===== src/rtl/jtcontra_obj_pkg.sv =====
// Shared types and widths for the Contra OBJ sprite ROM responder.
package jtcontra_obj_pkg;

   localparam int OBJ_AW   = 18;
   localparam int OBJ_DW   = 16;
   localparam int SDRAM_AW = 22;

   typedef enum logic [1:0] {
      ST_IDLE = 2'd0,
      ST_REQ  = 2'd1,
      ST_WAIT = 2'd2
   } state_e;

endpackage


===== src/rtl/jtcontra_obj_romrq_tags.sv =====
// Two-entry tag/data/valid store with combinational lookup, one write port and flush.
module jtcontra_obj_romrq_tags
   import jtcontra_obj_pkg::*;
(
   input  logic              clk,
   input  logic              rst_n,
   input  logic              flush_i,
   input  logic [OBJ_AW-1:0] lk_addr_i,
   output logic              hit_o,
   output logic [OBJ_DW-1:0] hit_data_o,
   input  logic              wr_en_i,
   input  logic              wr_idx_i,
   input  logic [OBJ_AW-1:0] wr_tag_i,
   input  logic [OBJ_DW-1:0] wr_data_i,
   input  logic              wr_valid_i
);

   logic [OBJ_AW-1:0] tag_q  [2];
   logic [OBJ_DW-1:0] data_q [2];
   logic [1:0]        valid_q;

   always_ff @(posedge clk or negedge rst_n) begin
      if (!rst_n) begin
         valid_q <= '0;
         for (int i = 0; i < 2; i++) begin
            tag_q[i]  <= '0;
            data_q[i] <= '0;
         end
      end else begin
         if (wr_en_i) begin
            tag_q[wr_idx_i]   <= wr_tag_i;
            data_q[wr_idx_i]  <= wr_data_i;
            valid_q[wr_idx_i] <= wr_valid_i;
         end
         // Flush overrides a fill landing in the same cycle.
         if (flush_i) valid_q <= '0;
      end
   end

   always_comb begin
      hit_o      = 1'b0;
      hit_data_o = '0;
      for (int i = 0; i < 2; i++) begin
         if (valid_q[i] && tag_q[i] == lk_addr_i) begin
            hit_o      = 1'b1;
            hit_data_o = data_q[i];
         end
      end
   end

endmodule


===== src/rtl/jtcontra_obj_romrq.sv =====
// OBJ sprite ROM responder: 2-entry word cache in front of single-word SDRAM reads.
// Handshake: sdram_req stays high until sdram_ack; data_rdy qualifies sdram_din for one cycle.
module jtcontra_obj_romrq
   import jtcontra_obj_pkg::*;
#(
   parameter logic [SDRAM_AW-1:0] OFFSET = 22'h0
) (
   input  logic                clk,
   input  logic                rst_n,
   input  logic                flush,
   input  logic                rom_cs,
   input  logic [OBJ_AW-1:0]   rom_addr,
   output logic                rom_ok,
   output logic [OBJ_DW-1:0]   rom_data,
   output logic                sdram_req,
   output logic [SDRAM_AW-1:0] sdram_addr,
   input  logic                sdram_ack,
   input  logic                data_rdy,
   input  logic [OBJ_DW-1:0]   sdram_din,
   output state_e              dbg_state
);

   state_e              state_q, state_d;
   logic [OBJ_AW-1:0]   req_addr_q, req_addr_d;
   logic                rr_q, rr_d;
   logic                drop_q, drop_d;
   logic                rom_ok_q, rom_ok_d;
   logic [OBJ_DW-1:0]   rom_data_q, rom_data_d;
   logic                sdram_req_q, sdram_req_d;
   logic [SDRAM_AW-1:0] sdram_addr_q, sdram_addr_d;

   logic                hit;
   logic [OBJ_DW-1:0]   hit_data;
   logic                fill;

   jtcontra_obj_romrq_tags u_tags (
      .clk        (clk),
      .rst_n      (rst_n),
      .flush_i    (flush),
      .lk_addr_i  (rom_addr),
      .hit_o      (hit),
      .hit_data_o (hit_data),
      .wr_en_i    (fill),
      .wr_idx_i   (rr_q),
      .wr_tag_i   (req_addr_q),
      .wr_data_i  (sdram_din),
      .wr_valid_i (!(drop_q || flush))
   );

   always_ff @(posedge clk or negedge rst_n) begin
      if (!rst_n) begin
         state_q      <= ST_IDLE;
         req_addr_q   <= '0;
         rr_q         <= 1'b0;
         drop_q       <= 1'b0;
         rom_ok_q     <= 1'b0;
         rom_data_q   <= '0;
         sdram_req_q  <= 1'b0;
         sdram_addr_q <= OFFSET;
      end else begin
         state_q      <= state_d;
         req_addr_q   <= req_addr_d;
         rr_q         <= rr_d;
         drop_q       <= drop_d;
         rom_ok_q     <= rom_ok_d;
         rom_data_q   <= rom_data_d;
         sdram_req_q  <= sdram_req_d;
         sdram_addr_q <= sdram_addr_d;
      end
   end

   always_comb begin
      state_d      = state_q;
      req_addr_d   = req_addr_q;
      rr_d         = rr_q;
      drop_d       = drop_q;
      rom_ok_d     = 1'b0;
      rom_data_d   = rom_data_q;
      sdram_req_d  = sdram_req_q;
      sdram_addr_d = sdram_addr_q;
      fill         = 1'b0;

      // Hits are served in every state, including while a miss is pending.
      if (rom_cs && hit) begin
         rom_ok_d   = 1'b1;
         rom_data_d = hit_data;
      end

      case (state_q)
         ST_IDLE: begin
            if (rom_cs && !hit) begin
               req_addr_d   = rom_addr;
               sdram_addr_d = OFFSET + {4'b0, rom_addr};
               sdram_req_d  = 1'b1;
               drop_d       = 1'b0;
               state_d      = ST_REQ;
            end
         end
         ST_REQ: begin
            if (sdram_ack) begin
               sdram_req_d = 1'b0;
               if (data_rdy) fill = 1'b1;
               else          state_d = ST_WAIT;
            end
         end
         ST_WAIT: begin
            if (data_rdy) fill = 1'b1;
         end
         default: state_d = ST_IDLE;
      endcase

      if (fill) begin
         rr_d    = ~rr_q;
         state_d = ST_IDLE;
         if (!drop_q && rom_cs && rom_addr == req_addr_q) begin
            rom_ok_d   = 1'b1;
            rom_data_d = sdram_din;
         end
      end

      // A flushed pending fill must neither validate its entry nor raise rom_ok.
      if (flush) begin
         drop_d     = 1'b1;
         rom_ok_d   = 1'b0;
         rom_data_d = rom_data_q;
      end
   end

   assign rom_ok     = rom_ok_q;
   assign rom_data   = rom_data_q;
   assign sdram_req  = sdram_req_q;
   assign sdram_addr = sdram_addr_q;
   assign dbg_state  = state_q;

endmodule


===== config.mk =====
export PLATFORM = sky130hd
export DESIGN_NAME = jtcontra_obj_romrq
export DESIGN_NICKNAME = d
export VERILOG_FILES = /design/src/rtl/jtcontra_obj_pkg.sv /design/src/rtl/jtcontra_obj_romrq_tags.sv /design/src/rtl/jtcontra_obj_romrq.sv
export SDC_FILE = /design/constraint.sdc
export NUM_CORES = 1
export LEC_CHECK = 0
export CAP_MARGIN = 40
export CORE_MARGIN = 1
export CORE_UTILIZATION = 40
export CTS_BUF_LIST = sky130_fd_sc_hd__clkbuf_8
export DETAILED_ROUTE_END_ITERATION = 7
export SLEW_MARGIN = 20
export SYNTH_ARGS = -nofsm -noshare
export SYNTH_HDL_FRONTEND = slang
export SYNTH_SLANG_ARGS = --single-unit

===== constraint.sdc =====
create_clock -name clk -period 3.85 [get_ports clk]
set_input_delay 0.5775 -clock clk [delete_from_list [all_inputs] [get_ports clk]]
set_output_delay 0.5775 -clock clk [all_outputs]
set_load 0.01 [all_outputs]

==> results of run 1 <==
## cell families after synthesis
logic type / count (synthesis) / share of synthesized area
AOI/OAI and AO/OA: 45 / 0.0655
xor gates and xnor gates: 55 / 0.0913
adders and majority gates: 3 / 0.00712
buffers and inverters: 28 / 0.0287
DFF: 110 / 0.522
muxes: 88 / 0.187
other: 1 / 0.000711
and+or+nand+nor: 96 / 0.0973
## cells in the mapped netlist, drive strengths merged
cell type,instances,area share
dfrtp,110,0.52
mux2,86,0.18
xnor2,38,0.063
nand2,37,0.026
nor2,28,0.020
a31oi,17,0.020
xor2,17,0.028
buf,16,0.020
o22a,16,0.027
nand4,13,0.018
inv,7,0.0050
a21oi,6,0.0078
clkbuf,5,0.0036
nor4,5,0.015
nand3,4,0.0062
and3,3,0.0036
ha,3,0.0071
mux2i,2,0.0038
o21ai,2,0.0026
a21o,1,0.0017
and2,1,0.0012
conb,1,0.00071
nand2b,1,0.0012
nand4b,1,0.0017
nor3,1,0.00095
nor4b,1,0.0017
o211a,1,0.0033
o21bai,1,0.0014
o311a,1,0.0019
or3,1,0.0012
## layer usage
metal,up-vias,GRT usage
li1,1654,-
met1,1757,0.260
met2,72,0.303
met3,8,0.0530
met4,0,0.0473
met5,-,0
## placed cells by master, fill, tap and decap left out, types with 12 or more instances in the layout
| master | netlist | layout |
|---|---|---|
| xnor2_1 | 38 | 38 |
| nand4_1 | 12 | 12 |
| o22a_1 | 16 | 16 |
| a31oi_1 | 17 | 17 |
| xor2_1 | 17 | 17 |
| nor2_1 | 28 | 27 |
| clkdlybuf4s50_1 | 0 | 76 |
| mux2_2 | 76 | 76 |
| nand2_1 | 37 | 37 |
| dfrtp_1 | 110 | 110 |
## flip-flops by register name, summed over array words and instances (netlist names)
name,flops
sdram_addr,18
drop_q,1
u_tags.data_q,32
rr_q,1
rom_data,16
dbg_state,2
sdram_req,1
u_tags.tag_q,36
u_tags.valid_q,2
rom_ok,1
## final cells by class
class / instances / area (um^2)
fillers: 1175 / 6280
flip-flops and latches: 110 / 2750
multi-input cells: 291 / 2390
repair buffers: 87 / 882
well taps: 172 / 215
clock buffers: 11 / 151
clock inverters: 5 / 26.3
inverters: 7 / 26.3
## metrics by stage
stage	utilization	hold WS [ps]	cells	total power, uW
finish	0.506	510	683	4140
global route	0.506	530	683	4430
floorplan	-	282	429	2940
CTS	0.503	293	681	4190
global placement	0.489	482	664	3480
detailed placement	0.489	487	665	3530
## how the worst min path moves through the flow
stage,startpoint,endpoint,depth (start not counted)
final,sdram_req,sdram_req,2
after floorplan,rst_n,dbg_state[0],0
after detailed placement,sdram_req,sdram_req,2
after CTS,rst_n,u_tags.tag_q[26],1
after global routing,u_tags.data_q[4],u_tags.data_q[4],1
after global placement,sdram_req,sdram_req,2
## critical path: cells and delay by family
family                 cells  cell delay (ps)
AND/OR/NAND/NOR            2              880
AO/OA/AOI/OAI              2              780
buffers and inverters      1              540
XOR/XNOR                   1              230
## power groups by stage
stage                     clock network, uW  logic (uW)  registers, uW
after CTS                               673        1530           1980
after detailed placement                  0        1520           2000
final                                   642        1520           1980
after global routing                    733        1650           2050
after global placement                    0        1490           1990
after floorplan                           0         976           1960
## timing repair
| item | in CTS | in global routing |
|---|---|---|
| endpoints found under the hold margin | 0 | 7 |
| hold buffers | 0 | 1 |
| buffers inserted | 0 | 0 |
==> metrics.md, run 1 <==
| Metric | Value |
|---|---|
| Status | `completed` |
| Top-Level Pins | `82` |
| CP endpoint | `rom_data[3]` |
| Pre-CTS setup slack | `781 ps` |
| Vias in the first global route | `3692` |
| H-tree depth | `3` |
| Tcrit/Tclk final | `0.698` |
| Starting Density | `0.415` |
| CP max FO | `19` |
| Die width | `117 um` |
| Yosys warns | `0` |
| Fin. max-slew vios | `0` |
| Detailed Route WL | `roughly 12000 um` |
| Antenna violations before repair | `0` |
| Setup ws final | `around 1200 ps` |
| Setup Viol. Count Final | `0` |
| CP required | `between 4000 and 5000 ps` |
| Placed cell area | `between 0.006 and 0.007 mm^2` |
| CP arrival | `roughly 3000 ps` |
| CTS Buf Count | `9` |
| Unique masters post-synth | `38` |
| Post-Syn Instances | `around 430` |
| Num rows | `41` |
| Met3 wire len | `499 um` |
| # port buffers | `77` |
| P_sw | `about 1400 uW` |
| WL met1 | `approximately 5600 um` |
| Reg clk slew, reported paths | `roughly 90 ps` |
| Worst Hold Class | `flop to flop` |
| Detailed placement HPWL | `8090 um` |
| Crit. End Element | `flop` |
| R2R cell count | `8` |
| Worst-margin pin slew | `between 600 and 700 ps` |
| Max-Cap Viols | `0` |
| R2r setup slk | `approximately 1300 ps` |
| Flop pwr share | `0.479` |
| First-pass GRT wire length | `19500 um` |
| Drt initial violations | `~160` |
| Hold Vio Cnt, Final | `0` |
| GRT Util Overall | `0.191` |
| Worst Setup Start Kind | `input pin` |
| Gpl congestion | `between 0.7 and 0.8` |
| Antenna diode count | `0` |
| LEAKAGE | `roughly 0.0027 uW` |
| Worst rel slew slack | `0.539` |
| Minimum clock period | `between 2000 and 3000 ps` |
| Setup tns final | `0 ps` |
| Wire per inst | `between 15 and 20 um` |
| Switch share | `0.332` |
| Final Instance Area | `roughly 0.0064 mm^2` |
| Logic pwr share | `0.366` |
| Cell-internal power | `between 2000 and 3000 uW` |
| Worst stage delay on the critical path | `570 ps` |
| Residual DRC | `0` |
| DR vias | `~3500` |
| ANT nets after route | `0` |
| Power Density | `643 mW/mm^2` |
| Worst vdd ir | `approximately 0.36 mV` |
| RR Startpoint | `dbg_state[1]` |
| Layout cells sized above 1 | `0.219` |
| Fmax | `between 0.3 and 0.4 GHz` |
| Syn Std Cell Area | `between 0.005 and 0.006 mm^2` |
| Slowest cell on the critical path | `a21oi_4` |
| Layout Nets | `about 550` |
| Core area | `0.0127 mm^2` |
| Global route total overflow | `0` |
| Layout Skew | `9.68 ps` |
| Worst-path cell chain | `clkdlybuf4s50_1 > xor2_1 > nor4_2 > nand4_4 > a21oi_4 > o22a_1` |
| Clock latency on the worst-skew pair | `roughly 380 ps` |
| Die Y | `117 um` |
| DRT Pass-1 Iters | `4` |
| FF-to-FF End | `rom_data[3]` |
| WL met2 | `between 5000 and 6000 um` |
| Via-to-Cell Ratio | `around 5.1` |
| Seq/Total Area, Yosys | `0.522` |
| RSZ-0062 raised after global routing | `no` |
| Num Clock Sinks | `110` |
| Setup crit start | `rom_addr[4]` |
| CTS root buf | `clkbuf_8` |
| Area Growth Syn to Fin | `22.2%` |
| Avg Inst Size Synth | `around 12 um^2` |
| CTS max path bufs | `2` |
| Total die area | `0.0136 mm^2` |
| Crit path kind | `input pin to flop` |
| #FFs+latches synth | `110` |
| Clock power frac | `0.155` |
| Post_cts resized | `0` |
| CTS tree | `yes` |
| Highest routed layer | `met4` |
| Largest net degree at the start of global routing | `62` |
Note: power is estimated with default switching activity, not from simulation.
==> inputs of run 2 (changes only) <==
Clock period 3.85 ns to 2.6 ns, I/O delays scaled along.
==> metrics.md, run 2 (same netlist as run 1, synthesis figures left out) <==
| Metric | Value |
|---|---|
| Status | `complete, but fails checks` |
| Failing checks | `negative hold slack` |
| Filler Cell Count | `approximately 1200` |
| Setup ws final | `between 300 and 400 ps` |
| Top-Level Pins | `82` |
| DRT Pass-1 Iters | `4` |
| H-tree depth | `3` |
| Final Instance Area | `0.00659 mm^2` |
| Reg clk slew, reported paths | `about 100 ps` |
| Largest net degree at the start of global routing | `50` |
| Residual DRC | `0` |
| Die Y | `117 um` |
| Die width | `approximately 120 um` |
| # port buffers | `between 70 and 80` |
| Post_cts resized | `0` |
| Hold Slack | `-8.88 ps` |
| CTS root buf | `clkbuf_8` |
| Minimum clock period | `roughly 2300 ps` |
| Vias in the first global route | `between 3000 and 4000` |
| CTS Buf Count | `9` |
| Antenna diode count | `0` |
| DR vias | `approximately 3500` |
| RSZ-0062 raised after global routing | `no` |
| Cts hold-fix bufs | `0` |
| Drt initial violations | `200` |
| Cell total after placement | `683` |
| CP max FO | `8` |
| Area Growth Syn to Fin | `25.0%` |
| Setup tns final | `0 ps` |
| Starting Density | `0.415` |
| CTS tree | `yes` |
| Num Clock Sinks | `110` |
| Gpl congestion | `0.738` |
| Global route hottest layer | `met2` |
| Met1 usage | `0.265` |
| Hold Vio Cnt, Final | `12` |
| ANT nets after route | `0` |
| Power Density | `around 940 mW/mm^2` |
| Worst vdd ir | `about 0.52 mV` |
| LEAKAGE | `0.00273 uW` |
| GRT met3 Usage | `0.0319` |
| Detailed placement HPWL | `around 8300 um` |
| CP arrival | `2560 ps` |
| Worst-path cell chain | `inv_1 > ha_1 > a21o_2 > nand3_4 > nor4_4 > nand4_4 > buf_4 > nor2_1 > a31oi_1 > o22a_1` |
| Crit. End Element | `flop` |
| Global route total overflow | `0` |
| Num rows | `41` |
| Max-Cap Viols | `0` |
| Post-CTS Setup Bufs | `0` |
| GRT Util Overall | `0.192` |
| Fin. max-slew vios | `0` |
| Setup Viol. Count Final | `0` |
| Non-Filler Instances | `about 700` |
| Most common cell after layout, fill and taps aside | `dfrtp_1` |
| CTS max path bufs | `2` |
| Met2 usage | `0.306` |
| Worst rel slew slack | `0.599` |
| Worst-margin pin slew | `approximately 600 ps` |
| Crit path kind | `flop to flop` |
| Pre-CTS setup slack | `-45.1 ps` |
| Clock latency on the worst-skew pair | `about 390 ps` |
| Worst stage delay on the critical path | `between 400 and 500 ps` |
| Fmax | `roughly 0.44 GHz` |
| Placed cell area | `around 0.0064 mm^2` |
| Layout Skew | `around 12 ps` |
| CP required | `~2900 ps` |
| Final core occ | `0.518` |
| Detailed Route WL | `12000 um` |
| Layout Nets | `565` |
| Max reg flops | `36` |
| First-pass GRT wire length | `around 19000 um` |
| Core area | `about 0.013 mm^2` |
| Slowest cell on the critical path | `dfrtp_1` |
| Most frequent cells in the layout | `dfrtp_1 (110), mux2_2 (76), clkdlybuf4s50_1 (76)` |
| Reg with most FFs | `u_tags.tag_q` |
| Worst Hold Class | `input pin to async pin` |
| Tcrit/Tclk final | `0.875` |
| Antenna violations before repair | `0` |
| Worst Setup Start Kind | `flop` |
| Via-to-Cell Ratio | `roughly 5` |
| Total die area | `about 0.014 mm^2` |
| Wire per inst | `17.1 um` |
| Layout cells sized above 1 | `0.249` |
## run 2: cell types whose count changed in the layout (fill, tap and decap cells not counted)
cell,delta
buf_12,+4
buf_16,-1
buf_4,+15
buf_6,-1
clkbuf_8,-1
clkinv_2,-1
clkinv_4,-1
clkinvlp_4,+3
dlygate4sd3_1,-1
inv_1,-2
inv_6,+2
## run 2: layout make-up
class                   count  area [um^2]  share of cell area
clock inverters             6         45.0             0.00683
well taps                 172          215              0.0326
flip-flops and latches    110         2750               0.418
repair buffers            103         1030               0.156
clock buffers              10          138              0.0209
inverters                   7         26.3             0.00399
multi-input cells         291         2390               0.362
## run 2: path summary, 6_finish.rpt
check / start / endpoint / slack, ps / cells past startpoint
setup / recovery: dbg_state[1] / rom_data[15] / 330 / 10
hold / removal: rst_n / sdram_addr[12] / -9 / 1
setup reg to reg: dbg_state[1] / rom_data[15] / 330 / 10
hold reg to reg: rom_data[3] / rom_data[3] / 510 / 1
max in group asynchronous: rst_n / u_tags.tag_q[19] / 1910 / 2
min in group clk: rom_data[3] / rom_data[3] / 510 / 1
## run 2: layer usage
| metal | vias to the layer above | wire (um) |
|---|---|---|
| met5 | - | 0 |
| met4 | 0 | 175 |
| met3 | 17 | 334 |
| met2 | 55 | 5570 |
| met1 | 1781 | 5880 |
| li1 | 1679 | - |
## run 2: report_power, final
part	internal [uW]	switching [uW]
combinational	1350	949
clock	380	599
sequential	2400	547
## run 2: critical path: cells and delay by family (launching register included)
| family | cells | cell delay (ps) |
|---|---|---|
| buf+inv | 2 | 320 |
| fa+ha+maj | 1 | 210 |
| flops | 1 | 430 |
| compound gates | 3 | 420 |
| simple gates | 4 | 790 |
## run 2: per-stage QoR
stage	hold slack, ps	power [uW]
after floorplan	94.4	4350
after global placement	430	5210
after detailed placement	427	5290
after CTS	0.848	6300
after global routing	29.4	6650
final	-8.88	6220
==> inputs of run 3 (changes only) <==
Settings changed: CORE_MARGIN 1 to 1.5.
==> metrics.md, run 3 (same netlist as run 1, synthesis figures left out) <==
| Metric | Value |
|---|---|
| Status | `completed` |
| Slowest cell on the critical path | `clkdlybuf4s50_1` |
| Hold Vio Cnt, Final | `0` |
| Largest net degree at the start of global routing | `48` |
| Top-Level Pins | `82` |
| RR Startpoint | `dbg_state[1]` |
| CTS tree | `yes` |
| Crit. End Element | `flop` |
| CTS Buf Count | `9` |
| Worst Setup Start Kind | `input pin` |
| Worst-path cell chain | `clkdlybuf4s50_1 > buf_4 > xor2_1 > nor3_1 > and3_1 > o211a_4 > a31oi_1 > o22a_1` |
| Most common cell after layout, fill and taps aside | `dfrtp_1` |
| Num Clock Sinks | `110` |
| Vias in the first global route | `3659` |
| GRT Util Overall | `0.185` |
| Via-to-Cell Ratio | `a little over 5` |
| Gpl congestion | `0.783` |
| Starting Density | `0.415` |
| Layout cells sized above 1 | `0.245` |
| ANT nets after route | `0` |
| Die Y | `between 100 and 150 um` |
| Die width | `118 um` |
| Hold Slack | `approximately 16 ps` |
| Num rows | `41` |
| # port buffers | `between 70 and 80` |
| CP max FO | `16` |
| Antenna diode count | `0` |
| Area Growth Syn to Fin | `25.2%` |
| Layout Nets | `564` |
| RSZ-0062 raised after global routing | `no` |
| Most frequent cells in the layout | `dfrtp_1 (110), mux2_2 (76), clkdlybuf4s50_1 (76)` |
| Setup tns final | `0 ps` |
| First-pass GRT wire length | `approximately 20000 um` |
| Worst Hold Class | `input pin to async pin` |
| Clock latency on the worst-skew pair | `about 390 ps` |
| H-tree depth | `3` |
| Minimum clock period | `roughly 2300 ps` |
| Residual DRC | `0` |
| Worst vdd ir | `~0.44 mV` |
| Worst stage delay on the critical path | `480 ps` |
| Worst rel slew slack | `0.556` |
| Cts hold-fix bufs | `0` |
| Power Density | `between 900 and 1000 mW/mm^2` |
| DR vias | `3510` |
| Worst-margin pin slew | `~670 ps` |
| Max reg flops | `36` |
| Reg with most FFs | `u_tags.tag_q` |
| CP arrival | `around 2600 ps` |
| Setup Viol. Count Final | `0` |
| Detailed placement HPWL | `8320 um` |
| DRT Pass-1 Iters | `4` |
| Layout Skew | `about 13 ps` |
| Filler Cell Count | `roughly 1200` |
| CP required | `2870 ps` |
| Tcrit/Tclk final | `0.882` |
| Post-CTS Setup Bufs | `0` |
| Wire per inst | `between 15 and 20 um` |
| Antenna violations before repair | `0` |
| Detailed Route WL | `approximately 12000 um` |
| Total die area | `approximately 0.014 mm^2` |
| Post_cts resized | `0` |
| Core area | `around 0.013 mm^2` |
| Largest delay share family, worst path | `simple AND/OR/NAND/NOR gates` |
| CTS root buf | `clkbuf_8` |
| Reg clk slew, reported paths | `110 ps` |
| Drt initial violations | `around 160` |
| Max-Cap Viols | `0` |
| LEAKAGE | `~0.0027 uW` |
| Fin. max-slew vios | `0` |
| Global route total overflow | `0` |
| WP buf/inv | `2` |
| Setup crit start | `rom_addr[13]` |
| Crit path kind | `input pin to flop` |
| Final core occ | `0.519` |
| CTS max path bufs | `2` |
| Fmax | `between 0.4 and 0.5 GHz` |
run 3: path summary, 6_finish.rpt:
kind                       slack, ps  cells past startpoint           endpoint
max                              310                      8        rom_data[0]
min                               20                      1   u_tags.tag_q[35]
max reg2reg                      440                     10       rom_data[12]
min reg2reg                      510                      1  u_tags.data_q[31]
max in group asynchronous       1900                      2        rom_data[0]
min in group clk                 510                      1  u_tags.data_q[31]
run 3: power breakdown:
| part | switching, uW | internal [uW] | total (uW) |
|---|---|---|---|
| combinational | 954 | 1350 | 2300 |
| sequential | 534 | 2400 | 2930 |
| clock | 591 | 469 | 1060 |
| total | 2080 | 4210 | 6290 |
run 3: per-layer routing:
metal  wire length (um)  track usage  vias to the layer above
li1                   -            -                     1674
met3                458       0.0281                       12
met5                  0            0                        -
met1               5850        0.262                     1760
met2               5510        0.288                       64
met4                185       0.0648                        0
run 3: final cells by class:
| type | count | area, um^2 | share of cell area |
|---|---|---|---|
| clock buffer | 10 | 138 | 0.0208 |
| clock inverter | 6 | 62.6 | 0.00948 |
| inverter | 7 | 26.3 | 0.00398 |
| multi-input combinational | 291 | 2390 | 0.362 |
| sequential | 110 | 2750 | 0.417 |
| tap | 172 | 215 | 0.0326 |
| timing repair buffer | 102 | 1020 | 0.154 |
run 3: worst reg2reg max path, cell delays in order, from the launching register on:
cell and delay (ps):
dfrtp_1 410, inv_1 100, ha_1 200, a21o_2 170, nand3_4 100, nor4_4 330
nand4_4 180, buf_4 240, nor2_1 100, a31oi_1 50, o22a_1 190
run 3: metrics by stage:
step	area, um^2	total power [uW]	cells	setup WS, ps
after floorplan	5290	4350	429	483
final	6600	6290	698	307
after detailed placement	6400	5290	682	-87.3
after CTS	6600	6360	698	305
after global routing	6600	6710	698	117
after global placement	6400	5220	682	-85.9
